[src/rtl/irq_ctrl.sv]
// irq_ctrl: vectored interrupt controller with nested in-service tracking and fixed priority (channel 0 highest).
// Define IRQ_CTRL_DEBOUNCE_EN to add a per-channel stable-level filter of DEBOUNCE_CYCLES cycles.
module irq_ctrl #(
  parameter int CHANNELS = 4,
  parameter int SYNC_STAGES = 2,
  parameter int DEBOUNCE_CYCLES = 8,
  localparam int VW = (CHANNELS > 1) ? $clog2(CHANNELS) : 1
) (
  input  logic                clock,
  input  logic                reset,
  input  logic [CHANNELS-1:0] in,
  input  logic [CHANNELS-1:0] ie,
  input  logic                ack,
  input  logic                reti,
  output logic                irq,
  output logic [VW-1:0]       vector,
  output logic [CHANNELS-1:0] pending,
  output logic [CHANNELS-1:0] in_service
);
  if (CHANNELS < 1 || CHANNELS > 16 || SYNC_STAGES < 1 || DEBOUNCE_CYCLES < 1) begin : g_bad_cfg
    $error("irq_ctrl: illegal parameter values");
  end
  logic [CHANNELS-1:0] sync_q [SYNC_STAGES];
  logic [CHANNELS-1:0] lvl, prev, rise, elig, ack_mask, reti_mask;
  logic                blocked;
  always_ff @(posedge clock or negedge reset)
    if (!reset) begin
      for (int s = 0; s < SYNC_STAGES; s++) sync_q[s] <= '0;
    end else begin
      sync_q[0] <= in;
      for (int s = 1; s < SYNC_STAGES; s++) sync_q[s] <= sync_q[s-1];
    end
`ifdef IRQ_CTRL_DEBOUNCE_EN
  localparam int CW = $clog2(DEBOUNCE_CYCLES + 1);
  localparam logic [CW-1:0] CNT_LAST = CW'(DEBOUNCE_CYCLES - 1);
  logic [CW-1:0] cnt [CHANNELS];
  // lvl follows sync only once it has disagreed for DEBOUNCE_CYCLES consecutive cycles
  always_ff @(posedge clock or negedge reset)
    if (!reset) begin
      lvl <= '0;
      for (int c = 0; c < CHANNELS; c++) cnt[c] <= '0;
    end else begin
      for (int c = 0; c < CHANNELS; c++)
        if (sync_q[SYNC_STAGES-1][c] == lvl[c]) cnt[c] <= '0;
        else if (cnt[c] == CNT_LAST) begin
          lvl[c] <= sync_q[SYNC_STAGES-1][c];
          cnt[c] <= '0;
        end else cnt[c] <= cnt[c] + 1'b1;
    end
`else
  assign lvl = sync_q[SYNC_STAGES-1];
`endif
  assign rise = lvl & ~prev;
  // an in-service channel blocks itself and everything of lower priority
  always_comb begin
    blocked = 1'b0;
    elig = '0;
    vector = '0;
    for (int c = 0; c < CHANNELS; c++) begin
      blocked = blocked | in_service[c];
      elig[c] = pending[c] & ie[c] & ~blocked;
    end
    for (int c = CHANNELS - 1; c >= 0; c--) if (elig[c]) vector = VW'(c);
  end
  assign irq = |elig;
  assign ack_mask = (ack && irq) ? elig & (~elig + CHANNELS'(1)) : '0;
  assign reti_mask = reti ? in_service & (~in_service + CHANNELS'(1)) : '0;
  always_ff @(posedge clock or negedge reset)
    if (!reset) begin
      prev <= '0;
      pending <= '0;
      in_service <= '0;
    end else begin
      prev <= lvl;
      pending <= (pending & ~ack_mask) | rise;
      in_service <= (in_service & ~reti_mask) | ack_mask;
    end
endmodule

[config.mk]
export PLATFORM = sky130hd
export DESIGN_NAME = irq_ctrl
export DESIGN_NICKNAME = d
export VERILOG_FILES = /design/src/rtl/irq_ctrl.sv
export SDC_FILE = /design/constraint.sdc
export NUM_CORES = 1
export LEC_CHECK = 0
export CAP_MARGIN = 20
export CORE_MARGIN = 2
export CORE_UTILIZATION = 40
export CTS_CLUSTER_SIZE = 12
export DETAILED_ROUTE_END_ITERATION = 12
export PLACE_DENSITY = 0.69
export RECOVER_POWER = 50
export SYNTH_ARGS = -nofsm -noshare
export SYNTH_HDL_FRONTEND = slang
export SYNTH_SLANG_ARGS = --single-unit
[constraint.sdc]
create_clock -name clock -period 1.1 [get_ports clock]
set_input_delay 0.275 -clock clock [delete_from_list [all_inputs] [get_ports clock]]
set_output_delay 0.275 -clock clock [all_outputs]
set_load 0.01 [all_outputs]
; ---- Word level (Yosys, flattened, before mapping)
; Cells that the tools add are included.
[classes]
n_addsub = 2
mux = 6
bitwise = 27
n_reduce_logical = 2
[ops]
columns = op, n
row1 = bitwise AND 4 bit, 5
row2 = NOT 4 bit, 5
row3 = "adder 4 x 1 -> 4 bit, second input constant", 2
row4 = bitwise AND 1 bit, 8
row5 = two-way mux 2 bit, 4
row6 = two-way mux 4 bit, 2
row7 = OR 4 bit, 2
row8 = NOT 1 bit, 4
row9 = OR reduction 4 bit, 1
row10 = OR 1 bit, 3
row11 = logical AND 1 bit, 1
[word_totals]
ff_bits = 20
in_bits = 12
output_inout_bits = 11
wordCells = 42

; ---- Longest topological paths before layout
[depth]
ltp_word = 12
ltp_mapped = 3
mapped_depth_nobuf = 3

; ---- Least setup slack after synthesis
; OpenSTA, ideal clock, no wires.
[synth_timing]
path_type = reg-to-output
startpoint = register in_service[0]
endpoint = output vector[1]
arrival_time_ns = 1.107
slack_ns = -0.282
stages_incl_launch_ff = 4
path_buffers = 0
cell_sequence = dfrtp_1 > nor3_1 > o21ai_1 > nor3_1
[synth_via]
elab_chain_len = 9
word_cells_on_any_way = 15
cone_classes = 4 x mux / 11 x bitwise
[synth_lines]
columns = element, line_no
row1 = start: declaration, 18  ; output logic [CHANNELS-1:0] in_service
row2 = start signal: assignment, 76  ; in_service <= (in_service & ~reti_mask) | ack_mask;
row3 = OR 1 bit (3 in series), 60  ; blocked = blocked | in_service[c];
row4 = NOT 1 bit, 61  ; elig[c] = pending[c] & ie[c] & ~blocked;
row5 = bitwise AND 1 bit, 61
row6 = two-way mux 2 bit (3 in series), 63  ; for (int c = CHANNELS - 1; c >= 0; c--) if (elig[c]) vector = VW'(c);
row7 = two-way mux 2 bit *, 63
row8 = end: declaration, 16  ; output logic [VW-1:0] vector,
; Every way passes the cells marked *; elsewhere a longest branch is shown, timed or not.

; ---- Worst setup path in the final report
[layout_timing]
startpoint = register in_service[2]
endpoint = output vector[0]
[layout_via]
elab_chain_len = 8
word_cells_on_any_way = 10
cone_classes = 4 x mux / 6 x bitwise
[layout_lines]
columns = element, line_no
row1 = OR 1 bit *, 60
row2 = OR 1 bit, 60
row3 = NOT 1 bit, 61
row4 = bitwise AND 1 bit, 61
row5 = two-way mux 2 bit, 63
row6 = two-way mux 2 bit * (3 in series), 63
; Marks and branches as above.

==> out/metrics.cfg <==
[outcome]
status = complete, but fails checks
violations = negative setup slack

[critical_path]
cp.buffers_inverters = 2
reg2reg_setup_slack_ns = -0.40
required_ns = 0.82
crit_cells = 5
crit_start = in_service[2]
end_kind = primary output
path_max_fanout = 2
max_stage_delay_ns = 0.41
r2r-end = pending[3]
reg2regPathDepth = 5
cp-start-kind = flip-flop
cp_cell_sequence = buf_6, and4bb_1, nand3b_1, a21oi_2, buf_2
worstReg2RegStart = in_service[2]
crit_type = reg2out
arrival_ns = 1.47
crit_family = flip-flops
slowest_stage = dfrtp_1

[clock_network]
cts_tree = built
cts_hold_buf = 0
cts_made_buffers = 3
clk-insertion-delay-late_ns = 0.31
clkTransAtPathRegs_ns = 0.11
htreeDepth = 1
clockBufferDepth = 2
clock-root-buffer = clkbuf_4
cts_sinks = 20

[route]
first_pass_iters = 4
drc = 0
wl_per_cell_um = 16.0
drtIter0Drc = 18
ant_nets = 0
routed_via_density = 5.10
routed_wl_um = 2290
num_vias = 729

[synthesis]
synth.most_common_cell = dfrtp_1
synthArstFlopShare = 1.00
post_synth_main_area_contributors = dfrtp_1, inv_1, and4bb_1
synth-main-ff-cell = dfrtp_1
syn_inst = 58
synth_top_area_cell = dfrtp_1
synth_area_per_cell_sq_um = 13.0
synth-edff-count = 0
ys_warn_count = 0
netlist.area_leader.share = 0.662
synth_cell_types = 22
synth_common_cells = dfrtp_1, inv_1, nand2_1, o21ai_1
synth_nets = 70
synth.ff_latch_count = 20
synth.cell_area_sq_um = 756
ys_seq_area_frac = 0.662

[final_layout]
fin_cells = 143
syn2layout_area_growth_pct = 90.6
stdcell_area_sq_mm = 0.00144
num_antenna_cells = 0
drive_gt1_frac = 0.551
nNetsFinal = 131
n_fill_cell = 102

[timing]
skew_ns = 0.000738
postLayoutSetupSlackWorst_ns = -0.646
whs_ns = 0.361
timing_hold_violations_final = 0
tightest_slew_ns = 0.506
finalSetupViolCount = 19
rsz0062_at_grt = true
slew_headroom = 0.663
fmax_ghz = 0.573
period_needed_ns = 1.75
drv_slew = 0
min_period_over_period = 1.59

[hold_path]
hp-start = sync_q[4]
min_to = lvl[0]
hp-class = reg2reg
min_path_cells = 0

[global_route]
grt-ovfl-total = 0
grt_pass1_wl_um = 3440
grt_pass1_vias = 754
grt_start_max_net_pins = 21
grtUsageTotal = 0.227
antenna_found_initial = 0

[run]
drv_cap = 0

[placed_design]
hpwlAfterDp_um = 1290
post_dp_cell_area_sq_mm = 0.00120
gp_congestion = 0.788
placed_cells = 125
port_buffers = 22

[floorplanning]
die_y_um = 47.5
fp.coreArea_sq_mm = 0.00175
start_util = 0.433
pin_count = 23
die-area_sq_mm = 0.00225
rows = 15
die_w_um = 47.5

[pwr]
powerDensity_mw_per_mm2 = 1970
peakVddDrop_mv = 1.52
total_power_mw = 2.84
leakagePower_nw = 0.686

## flip-flops by register name, summed over array words and instances (netlist names)
signal / flops
in_service: 4
lvl: 4
pending: 4
prev: 4
sync_q: 4
## stage by stage
stage               worst slack [ns]  TNS, ns  utilization
CTS                           -0.612    -5.12        0.824
detailed placement            -0.909    -7.21        0.686
global route                  -0.713    -6.22        0.825
floorplan                     -0.155   -0.553            -
finish                        -0.646    -5.38        0.825
global placement              -0.884    -6.99        0.686
## area by class of cell
cell class | instances | area [sq um] | share of cell area
Timing Repair Buffer | 56 | 514 | 0.357
Sequential cell | 20 | 503 | 0.349
Clock inverter | 1 | 30.0 | 0.0209
Inverter | 7 | 26.3 | 0.0182
Multi-Input combinational cell | 31 | 313 | 0.217
Clock buffer | 3 | 22.5 | 0.0156
Tap cell | 25 | 31.3 | 0.0217
## metal layers
metal,routed length (um),share of wire,GRT usage
met4,52,0.023,0.100
met3,138,0.060,0.0302
met5,0,0,0
met2,1190,0.52,0.389
met1,901,0.39,0.286
## power breakdown
| part | switching, mW | leakage, nW | internal (mW) |
|---|---|---|---|
| Sequential | 0.0747 | 0.229 | 0.828 |
| Combinational | 0.523 | 0.430 | 0.811 |
| Clock | 0.234 | 0.0279 | 0.369 |
## cells by family (layout without fill, tap and decap cells)
group,Yosys count,count (layout),synth area share
and+or+nand+nor,18,18,0.180
buffers and inverters,7,67,0.0348
AOI/OAI and AO/OA,13,13,0.123
DFF,20,20,0.662
## cell usage in the layout (no fill, tap or decap), types with 2 or more instances in the layout
| cell | n |
|---|---|
| a221o_1 | 2 |
| dfrtp_1 | 18 |
| dfrtp_2 | 2 |
| a22o_1 | 2 |
| buf_2 | 4 |
| inv_1 | 7 |
| clkbuf_4 | 3 |
| o21ai_1 | 2 |
| nand2_2 | 2 |
| nand3b_1 | 2 |
| clkdlybuf4s50_1 | 10 |
| buf_6 | 21 |
| buf_4 | 19 |
## worst max-delay path by stage
stage | endpoint | slack, ns
after floorplan | vector[0] | -0.15
after CTS | vector[0] | -0.61
after detailed placement | vector[0] | -0.91
after global routing | vector[1] | -0.71
after global placement | vector[0] | -0.88
final | vector[0] | -0.65
## repair_timing
action,CTS,global route
setup buffers,17,7
resized for setup,72,10
pin swaps,3,2
setup endpoints to repair,19,19
No activity file was read; power rests on OpenSTA's default activity.
